## config.mk

```make
export PLATFORM = sky130hd
export DESIGN_NAME = clk_switch_monitor
export DESIGN_NICKNAME = d
export VERILOG_FILES = /design/src/rtl/clk_switch_monitor.sv
export SDC_FILE = /design/constraint.sdc
export NUM_CORES = 1
export LEC_CHECK = 0
export ABC_CLOCK_PERIOD_IN_PS = 2900
export CORE_UTILIZATION = 30
export DETAILED_ROUTE_END_ITERATION = 10
export HOLD_SLACK_MARGIN = 0.06
export PLACE_DENSITY = 0.55
export REMOVE_ABC_BUFFERS = 1
export SYNTH_ARGS = -nofsm -noshare
export SYNTH_HDL_FRONTEND = slang
export SYNTH_SLANG_ARGS = --single-unit
```

## constraint.sdc

```tcl
create_clock -name clk -period 2.9 [get_ports clk]
set_input_delay 0.87 -clock clk [delete_from_list [all_inputs] [get_ports clk]]
set_output_delay 0.87 -clock clk [all_outputs]
set_load 0.1 [all_outputs]
```

## src/rtl/clk_switch_monitor.sv

```systemverilog
// -----------------------------------------------------------------------------
// clk_switch_monitor
//   Receive-side checker for a glitch-free clock switch. The switched clock
//   (mon_clk) is synchronized into the free-running reference domain (clk),
//   its period is measured in reference cycles, and runt phases, a stopped
//   clock and frequency changes are flagged.
//
// Ports
//   clk        in   1      reference clock, > 2x mon_clk frequency
//   rstn       in   1      synchronous reset, active low
//   mon_clk    in   1      monitored clock, asynchronous to clk
//   en         in   1      1 = monitor; 0 = return to IDLE, clear counters
//   period     out  CNT_W  last measured period (reference cycles, rise to rise)
//   period_vld out  1      1-cycle pulse when period is updated
//   glitch     out  1      1-cycle pulse: a phase shorter than MIN_HALF samples
//   freq_chg   out  1      1-cycle pulse: period moved by more than TOL
//   stuck      out  1      level: no mon_clk edge for TIMEOUT cycles
//   ovf        out  1      sticky: period counter saturated
//   state      out  3      FSM state (IDLE=0 ACQ=1 MEAS=2 LOCK=3 LOST=4)
// -----------------------------------------------------------------------------
module clk_switch_monitor #(
    parameter int CNT_W    = 8,
    parameter int MIN_HALF = 2,
    parameter int TIMEOUT  = 64,
    parameter int TOL      = 1
) (
    input  logic             clk,
    input  logic             rstn,
    input  logic             mon_clk,
    input  logic             en,
    output logic [CNT_W-1:0] period,
    output logic             period_vld,
    output logic             glitch,
    output logic             freq_chg,
    output logic             stuck,
    output logic             ovf,
    output logic [2:0]       state
);

    typedef enum logic [2:0] {
        IDLE = 3'd0,
        ACQ  = 3'd1,
        MEAS = 3'd2,
        LOCK = 3'd3,
        LOST = 3'd4
    } state_e;

    localparam int                IDLE_W   = $clog2(TIMEOUT + 1);
    localparam logic [CNT_W-1:0]  CNT_MAX  = '1;
    localparam logic [IDLE_W-1:0] IDLE_MAX = '1;
    localparam logic [IDLE_W-1:0] TO_LAST  = IDLE_W'(TIMEOUT - 1);
    localparam logic [CNT_W:0]    MIN_V    = (CNT_W + 1)'(MIN_HALF);
    localparam logic [CNT_W:0]    TOL_V    = (CNT_W + 1)'(TOL);
    localparam logic [CNT_W:0]    ONE_V    = (CNT_W + 1)'(1);

    logic              s1_q, s2_q, s3_q;
    logic [CNT_W-1:0]  per_cnt_q, per_cnt_d;
    logic [CNT_W-1:0]  ph_cnt_q, ph_cnt_d;
    logic [IDLE_W-1:0] idle_cnt_q, idle_cnt_d;
    state_e            state_q;
    logic [CNT_W-1:0]  period_q;
    logic              period_vld_q, glitch_q, freq_chg_q, stuck_q, ovf_q;

    logic              rise, fall, any_edge, timeout, ph_short, per_sat, freq_big;
    logic [CNT_W-1:0]  period_new;
    logic [CNT_W:0]    new_w, old_w, diff_abs;

    // NOTE: every signal written here gets a value before any branch, so no
    // latch can be inferred.
    always_comb begin
        rise     = s2_q & ~s3_q;
        fall     = ~s2_q & s3_q;
        any_edge = rise | fall;
        timeout  = (idle_cnt_q == TO_LAST);

        per_sat    = (per_cnt_q == CNT_MAX);
        period_new = per_sat ? CNT_MAX : per_cnt_q + 1'b1;
        per_cnt_d  = rise ? '0 : period_new;

        ph_cnt_d   = any_edge ? '0 : ((ph_cnt_q == CNT_MAX) ? CNT_MAX : ph_cnt_q + 1'b1);
        idle_cnt_d = any_edge ? '0 : ((idle_cnt_q == IDLE_MAX) ? IDLE_MAX : idle_cnt_q + 1'b1);

        // Phase length including the edge cycle itself, one bit wider so it cannot wrap.
        ph_short = (({1'b0, ph_cnt_q} + ONE_V) < MIN_V);

        // Unsigned absolute difference, one bit wider than the counters.
        new_w    = {1'b0, period_new};
        old_w    = {1'b0, period_q};
        diff_abs = (new_w >= old_w) ? (new_w - old_w) : (old_w - new_w);
        freq_big = (diff_abs > TOL_V);
    end

    // NOTE: sequential state uses non-blocking assignments only, and the reset
    // is sampled on the clock edge (synchronous), not in the sensitivity list.
    always_ff @(posedge clk) begin
        if (!rstn) begin
            s1_q         <= 1'b0;
            s2_q         <= 1'b0;
            s3_q         <= 1'b0;
            per_cnt_q    <= '0;
            ph_cnt_q     <= '0;
            idle_cnt_q   <= '0;
            state_q      <= IDLE;
            period_q     <= '0;
            period_vld_q <= 1'b0;
            glitch_q     <= 1'b0;
            freq_chg_q   <= 1'b0;
            stuck_q      <= 1'b0;
            ovf_q        <= 1'b0;
        end else begin
            s1_q <= mon_clk;
            s2_q <= s1_q;
            s3_q <= s2_q;

            // Pulse outputs default low; set only in the cycle after their event.
            period_vld_q <= 1'b0;
            glitch_q     <= 1'b0;
            freq_chg_q   <= 1'b0;

            if (!en) begin
                // Disable has priority over any edge seen in the same cycle.
                state_q    <= IDLE;
                per_cnt_q  <= '0;
                ph_cnt_q   <= '0;
                idle_cnt_q <= '0;
                stuck_q    <= 1'b0;
                ovf_q      <= 1'b0;
            end else begin
                per_cnt_q  <= per_cnt_d;
                ph_cnt_q   <= ph_cnt_d;
                idle_cnt_q <= idle_cnt_d;

                case (state_q)
                    IDLE: state_q <= ACQ;
                    ACQ: begin
                        // A rise beats a coincident timeout.
                        if (rise) begin
                            state_q <= MEAS;
                        end else if (timeout) begin
                            state_q <= LOST;
                            stuck_q <= 1'b1;
                        end
                    end
                    MEAS, LOCK: begin
                        if (any_edge && ph_short) begin
                            glitch_q <= 1'b1;
                        end
                        if (rise) begin
                            period_q     <= period_new;
                            period_vld_q <= 1'b1;
                            if (per_sat) begin
                                ovf_q <= 1'b1;
                            end
                            // The first capture after MEAS has no valid reference.
                            if (state_q == LOCK && freq_big) begin
                                freq_chg_q <= 1'b1;
                            end
                            state_q <= LOCK;
                        end else if (timeout) begin
                            state_q <= LOST;
                            stuck_q <= 1'b1;
                        end
                    end
                    LOST: begin
                        if (rise) begin
                            state_q <= MEAS;
                            stuck_q <= 1'b0;
                        end
                    end
                    default: state_q <= IDLE;
                endcase
            end
        end
    end

    assign period     = period_q;
    assign period_vld = period_vld_q;
    assign glitch     = glitch_q;
    assign freq_chg   = freq_chg_q;
    assign stuck      = stuck_q;
    assign ovf        = ovf_q;
    assign state      = state_q;

endmodule
```

==> results of run 1 <==
==> repair_timing <==
item	CTS	global route
pin swaps	0	2
endpoints found under the setup margin	1	1
gates resized for setup	1	12
==> cells by family (layout without fill, tap and decap cells) <==
logic type,count (synthesis),after routing,synth area share
and+or+nand+nor,111,111,0.214
xor gates and xnor gates,15,15,0.0501
AOI/OAI and AO/OA,75,75,0.209
buffers and inverters,41,74,0.0668
adders and majority gates,22,22,0.111
DFF,42,42,0.321
muxes,6,6,0.0291
==> power by group through the flow <==
stage	sequential [mW]	clock [mW]	combinational, mW
final	0.590	0.466	0.0977
after CTS	0.589	0.484	0.0975
after detailed placement	0.602	0	0.0967
after global placement	0.602	0	0.0965
after global routing	0.591	0.511	0.108
after floorplan	0.608	0	0.0621
==> sequential cells by signal, indices dropped and copies added (netlist names) <==
name,flops
s1_q,1
glitch,1
s2_q,1
stuck,1
per_cnt_q,8
period_vld,1
idle_cnt_q,7
ovf,1
s3_q,1
freq_chg,1
ph_cnt_q,8
period,8
state,3
==> Yosys cell counts, types with 2 or more instances <==
cell,number,share of area
o21ai_1,3,0.0057
a211oi_1,4,0.011
o211a_1,2,0.0076
buf_2,4,0.0076
clkbuf_1,5,0.0072
a31oi_2,4,0.019
nor3_1,6,0.011
o21ai_0,10,0.019
and2_1,5,0.012
nand2b_1,4,0.0095
xor2_1,5,0.017
a221oi_1,2,0.0067
nor2b_1,2,0.0048
mux2i_1,4,0.015
a31oi_1,2,0.0048
buf_4,2,0.0057
nand4_1,4,0.0095
and2_4,2,0.0067
xnor2_1,10,0.033
and3_1,11,0.026
ha_1,20,0.095
a2111oi_2,2,0.011
inv_1,24,0.034
nand2_1,29,0.042
fa_1,2,0.015
a21oi_1,24,0.046
o21bai_1,3,0.0086
inv_2,3,0.0043
nand3_1,16,0.031
a21o_1,5,0.014
nor2_1,26,0.037
dfxtp_1,42,0.32
==> layer usage <==
metal  track usage  vias up
met2         0.226       43
met1         0.170     1031
met3        0.0343        4
met4        0.0187        0
li1              -     1141
met5             0        -
==> worst paths after layout <==
path / to / depth (start not counted) / slack, ps / from
max: freq_chg / 13 / 130 / per_cnt_q[2]
min: s2_q / 1 / 440 / s1_q
max reg2reg: freq_chg / 13 / 130 / per_cnt_q[2]
min reg2reg: s2_q / 1 / 440 / s1_q
==> worst max-delay path, cell delays in order (launching register included) <==
cell	delay (ps)
dfxtp_2	370
and3_1	190
and3_4	200
buf_4	170
mux2i_4	260
inv_1	100
ha_4	300
buf_4	120
o21ai_0	80
a21oi_1	180
a311oi_2	70
a2111oi_2	350
a31o_1	200
a31oi_1	40
==> cell type report <==
cell class                      instances  area share
Multi-Input combinational cell        229       0.523
Sequential cell                        42       0.270
Inverter                               27      0.0324
Timing Repair Buffer                   39      0.0959
Clock buffer                            5      0.0220
Tap cell                              105      0.0419
Clock inverter                          3      0.0140
==> metrics by stage <==
stage	power, mW	hold WS (ps)	setup slack [ps]
2_1_floorplan	0.670	412	23.1
3_3_place_gp	0.699	425	106
5_1_grt	1.21	469	-15.3
3_5_place_dp	0.699	430	0.795
6_report	1.15	444	128
4_1_cts	1.17	453	20.6
==> results.cfg, run 1 <==
[timing]
slew_headroom = 0.737
period_share = 0.956
timing.final.max_slew_violations = 0
finalHoldViolCount = 0
tightest_slew_ps = 393
final.setup.tns_ps = 0
fmaxAchievable_mhz = 361
setup_viol = 0
period_minus_slack_ps = 2770
fin_skew_ps = 6.14

[clock_network]
cts-hold-fix-buffers = 0
numCtsBuffers = 5
htreeDepth = 2
clock_latency_ps = 290
cts_tree = done
post_cts_buffers = 0
clockRootBuffer = clkbuf_8
clk_pin_slew_ps = 90
clock_path_buffers = 2
cts_num_sinks = 42

[detailed_routing]
drt-initial-drc-count = 80
dr_wl_met3_um = 232
drt_first_pass_iters = 4
wire_per_inst_um = 12.9
ant_nets = 0
totalWireLength_um = 5810
viasPerCell = 4.93
dr_wl_met2_um = 2760
wl_met1_um = 2790
topRoutingLayerUsed = met4
vias = 2219
post-route-drc-count = 0

[power]
leakagePower_nw = 1.39
switchingPower_mw = 0.270
sw_frac_of_total = 0.234
p_int_mw = 0.883
power_frac_seq = 0.511
pwr-share-comb = 0.085
pwr-share-clk = 0.404
peakVddDrop_v = 0.000206
power_density_nw_per_um2 = 368

[placement]
portBuffers = 19
dp.cells = 442
dp_hpwl_um = 4470
post_dp_cell_area_um2 = 2980
globalplace.congestion = 0.830

[global_route]
grt_pass1_vias = 2102
overflow = 0
antenna_found_initial = 0
grt_use_total = 0.132
grt_max_degree = 16
grt_pass1_wl_um = 9450

[synth]
yosysSeqAreaShare = 0.321
syn_inst = 312
async_flop_share = 0
synth_flop_cell = dfxtp_1
synth_cell_types = 57
ys_seq_elements = 42
netlist_area_um2 = 2620
synth_edf_count = 0
syn_avg_cell_area_um2 = 8.40
yosysWarnings = 0

[layout]
layout_common_cells = dfxtp_1, buf_4, nand2_1
final_common_cell = dfxtp_1
fillers = 895
final_core_util = 0.375
finalNonFillerCells = 450
synthToLayoutAreaGrowth_pct = 19.5
diodes = 0
seqCellArea_um2 = 847
drive_gt1_frac = 0.214
multi_input_area_um2 = 1640
finish.instance_area_um2 = 3130
nets = 370

[die]
die_y_um = 95.5
rows = 33
die_width_um = 95.5
coreArea_um2 = 8340
die-area_um2 = 9120
start_util = 0.314
ios = 20

[worst_setup_path]
path_class = reg2reg
crit_arrival_ps = 2940
crit_path_start_kind = flip-flop
required_ps = 3070
path_max_fanout = 6
end_kind = flip-flop

[job]
maxCapViolCount = 0

[worst_hold_path]
hold_class = reg2reg

[outcome]
status = completed
Note: power is estimated with default switching activity, not from simulation.
==> run 2: changes to the inputs <==
Settings changed: REMOVE_ABC_BUFFERS 1 to not set.
==> run 2 against run 1 <==
Sequential power about the same. Count of clock-buffer cells in the layout unchanged. Worst hold slack got worse by 3.5 ps. Clock power is 17% lower. Largest power group unchanged. First-iteration DRC count shrank 46%. Design area fell by 1.4%. Wire length increased by 1.1%.
==> results.cfg, run 2 (synthesis gave the netlist of run 1 again) <==
[worst_setup_path]
rr_endpoint = freq_chg
r2r_slack_ps = 170
cpPeakStageDelay_ps = 380
crit_path_end = freq_chg
end_kind = flip-flop
path_class = reg2reg
worstRegToRegCells = 12
crit_arrival_ps = 2920
cp_cell_sequence = ha_1 -> and3_4 -> nand3_2 -> and2_4 -> ha_1 -> inv_1 -> fa_2 -> a21o_1 -> a21o_1 -> nand3b_4 -> a2111oi_4 -> a31oi_1
rr_startpoint = per_cnt_q[0]
required_ps = 3100
path_max_fanout = 4
crit_path_start_kind = flip-flop
startpoint = per_cnt_q[0]
crit_slowest_cell = fa_2

[timing]
rsz0062_at_grt = no
setup_viol = 0
period_minus_slack_ps = 2730
period_share = 0.941
fmaxAchievable_mhz = 367
timing.final.max_slew_violations = 0
postLayoutSetupSlackWorst_ps = 172
fin_skew_ps = 15.1
tightest_slew_ps = 453
final.setup.tns_ps = 0
slew_headroom = 0.698
finalHoldViolCount = 0

[clock_network]
clk_pin_slew_ps = 90
cts-hold-fix-buffers = 0
numCtsBuffers = 5
cts_tree = done
clockRootBuffer = clkbuf_8
cts_num_sinks = 42
clock_latency_ps = 300
htreeDepth = 2
clock_path_buffers = 2

[global_route]
grtUsageMet3 = 0.0303
overflow = 0
grt_max_degree = 16
grt_use_met1 = 0.181
grt_pass1_vias = 2098
met2_usage = 0.225
antenna_found_initial = 0
grt_pass1_wl_um = 9790
grt_use_total = 0.138
grt.busiest_layer = met2

[power]
peakVddDrop_v = 0.000183
leakagePower_nw = 1.36
p_int_mw = 0.796
power_frac_seq = 0.546
power_density_nw_per_um2 = 349
pwr-share-clk = 0.361
pwr-share-comb = 0.093
sw_frac_of_total = 0.262
switchingPower_mw = 0.283

[detailed_routing]
totalWireLength_um = 5880
post-route-drc-count = 0
drt_first_pass_iters = 4
viasPerCell = 5.00
vias = 2224
wire_per_inst_um = 13.2
ant_nets = 0
drt-initial-drc-count = 43

[die]
coreArea_um2 = 8340
die_width_um = 95.5
die_y_um = 95.5
rows = 33
ios = 20
start_util = 0.314
die-area_um2 = 9120

[layout]
fillers = 893
final_core_util = 0.370
final_common_cell = dfxtp_1
diodes = 0
layout_common_cells = dfxtp_1, buf_4, nand2_1
drive_gt1_frac = 0.215
nets = 365
synthToLayoutAreaGrowth_pct = 17.8

[placement]
globalplace.congestion = 0.884
portBuffers = 19
place_ws_ps = 43.9
dp_hpwl_um = 4590

[job]
maxCapViolCount = 0

[synth]
synth.net_count = 338

[worst_hold_path]
hold_class = reg2reg

[outcome]
status = completed
[run 2: changes by cell type in the layout (fill, tap and decap cells not counted), sizes merged]
| cell | change |
|---|---|
| buf | -5 |
| bufinv | -1 |
| clkinv | +1 |
| clkinvlp | +1 |
| inv | -1 |
[run 2: power groups by stage]
stage | clock [mW] | sequential (mW) | combinational (mW)
after floorplan | 0 | 0.608 | 0.0648
after global placement | 0 | 0.603 | 0.0962
after detailed placement | 0 | 0.603 | 0.0957
after CTS | 0.408 | 0.589 | 0.0963
after global routing | 0.427 | 0.590 | 0.111
final | 0.389 | 0.589 | 0.101
[run 2: stage by stage]
step	area [um2]	total power [mW]	std cells	hold WS (ps)
after floorplan	2620	0.673	312	412
after global placement	2940	0.699	437	419
after CTS	3030	1.09	445	444
after detailed placement	2940	0.698	437	423
after global routing	3090	1.13	445	459
final	3090	1.08	445	440
[run 2: worst min-delay path by stage]
stage / cells after the start / startpoint / slack (ps) / end
after floorplan: 1 / s1_q / 410 / s2_q
after global placement: 1 / s1_q / 420 / s2_q
after detailed placement: 1 / s1_q / 420 / s2_q
after CTS: 1 / s1_q / 440 / s2_q
after global routing: 1 / s1_q / 460 / s2_q
final: 1 / s1_q / 440 / s2_q
[run 2: what timing repair did]
item / in CTS / in global routing
setup endpoints to repair: 0 / 1
gates resized for setup: 0 / 17
buffers inserted: 0 / 0
[run 2: area by class of cell]
| cell class | count | area [um2] | share of cell area |
|---|---|---|---|
| sequential | 42 | 846 | 0.274 |
| multi-input combinational | 229 | 1660 | 0.536 |
| inverter | 27 | 101 | 0.0328 |
| timing repair buffer | 34 | 263 | 0.0851 |
| clock buffer | 5 | 68.8 | 0.0223 |
| clock inverter | 3 | 21.3 | 0.00689 |
| tap | 105 | 131 | 0.0425 |
[run 2: critical path, delay by kind of cell (launching register included)]
family	cells	cell delay, ps
AOI/OAI and AO/OA	4	820
adders and majority gates	3	770
buffers and inverters	1	80
DFF	1	350
and+or+nand+nor	4	580
[run 2: per-layer routing]
metal  vias up  share of wire
met3         9          0.029
met1      1032           0.48
met5         -              0
met4         0          0.015
li1       1144              -
met2        39           0.47
==> run 3: changes to the inputs <==
Settings changed: CORE_MARGIN set to 4.
==> run 3 against run 2 <==
Cell count fell by 0.22%. Clock power rose by 3%. Sequential power barely moved. Via count fell by 0.85%. Fmax fell by 1.4%. Largest cell class unchanged. Combinational power fell by 6%. Worst hold slack barely moved. Critical path depth did not move. First-iteration DRC count rose by 88%. Power rose by 0.43%. Global-route usage fell by 2.0 points. Flip-flop and latch count did not move.
==> results.cfg, run 3 (synthesis gave the netlist of run 1 again) <==
[timing]
slew_headroom = 0.609
fin_skew_ps = 7.03
finalHoldViolCount = 0
rsz0062_at_grt = no
fmaxAchievable_mhz = 361
setup_viol = 0
postLayoutSetupSlackWorst_ps = 134
period_share = 0.954
period_minus_slack_ps = 2770
final.setup.tns_ps = 0
tightest_slew_ps = 585
timing.final.max_slew_violations = 0

[worst_setup_path]
path_max_fanout = 4
crit_slowest_cell = fa_2
path_class = reg2reg
cp_cell_sequence = ha_1 -> and3_1 -> nand3_2 -> and2_4 -> ha_1 -> inv_1 -> fa_2 -> a21o_1 -> a21o_1 -> nand3b_4 -> a2111oi_2 -> a31oi_1
crit_path_start_kind = flip-flop
crit_arrival_ps = 2950
crit_family = compound AO/OA/AOI/OAI gates
end_kind = flip-flop
required_ps = 3080
cpPeakStageDelay_ps = 380
critPathBufInv = 1

[power]
finalPower_mw = 1.08
power_density_nw_per_um2 = 356
peakVddDrop_v = 0.000212
leakagePower_nw = 1.34

[layout]
layout_common_cells = dfxtp_1, buf_4, nand2_1
final_common_cell = dfxtp_1
drive_gt1_frac = 0.198
nets = 364
final_core_util = 0.365
diodes = 0
synthToLayoutAreaGrowth_pct = 16.1
finalNonFillerCells = 444

[detailed_routing]
post-route-drc-count = 0
wire_per_inst_um = 13.1
vias = 2205
viasPerCell = 4.97
drt_first_pass_iters = 4
totalWireLength_um = 5830
ant_nets = 0
drt-initial-drc-count = 81

[global_route]
grt_pass1_wl_um = 9860
grt_use_total = 0.118
grt_pass1_vias = 2119
overflow = 0
grt_max_degree = 16
antenna_found_initial = 0

[placement]
dp_hpwl_um = 4560
globalplace.congestion = 0.859
portBuffers = 19
dp.cells = 436
place_ws_ps = 42.9

[clock_network]
htreeDepth = 2
clock_latency_ps = 300
clockRootBuffer = clkbuf_8
clk_pin_slew_ps = 90
cts-hold-fix-buffers = 0
cts_num_sinks = 42
numCtsBuffers = 5
cts_tree = done
clock_path_buffers = 2

[die]
start_util = 0.314
die_width_um = 101
die_y_um = 101
ios = 20
rows = 33
coreArea_um2 = 8340
die-area_um2 = 10300

[synth]
synth.net_count = 338

[worst_hold_path]
hold_class = reg2reg

[outcome]
status = completed

[job]
maxCapViolCount = 0
-- run 3: layout make-up --
class	count	area [um2]
clock buffer	5	68.8
clock inverter	3	23.8
fill	867	5300
inverter	27	101
multi-input combinational	229	1620
sequential	42	845
tap	105	131
timing repair buffer	33	255
-- run 3: routing by layer --
metal	vias up	global-route usage	share of wire
met5	-	0	0
met4	0	0.0235	0.0050
met3	5	0.0248	0.041
met2	37	0.194	0.47
met1	1021	0.162	0.48
li1	1142	-	-
-- run 3: worst paths after layout --
check / from / slack [ps] / end / depth (start not counted)
setup reg to reg: per_cnt_q[0] / 130 / freq_chg / 12
hold / removal: s1_q / 440 / s2_q / 1
hold reg to reg: s1_q / 440 / s2_q / 1
setup / recovery: per_cnt_q[0] / 130 / freq_chg / 12
-- run 3: timing repair --
action / 4_1_cts / 5_1_grt
endpoints found under the hold margin: 0 / 0
gates resized for setup: 0 / 9
endpoints found under the setup margin: 0 / 1
buffers inserted: 0 / 0
-- run 3: stage by stage --
| step | instance area [um2] | hold WS [ps] |
|---|---|---|
| global route | 3040 | 473 |
| floorplan | 2620 | 412 |
| finish | 3040 | 441 |
| CTS | 3030 | 445 |
| global placement | 2930 | 419 |
| detailed placement | 2930 | 422 |
-- run 3: report_power, final --
part           total (mW)  switching, mW  internal, mW
clock               0.399          0.226         0.172
sequential          0.590        0.00657         0.583
combinational      0.0952         0.0549        0.0403
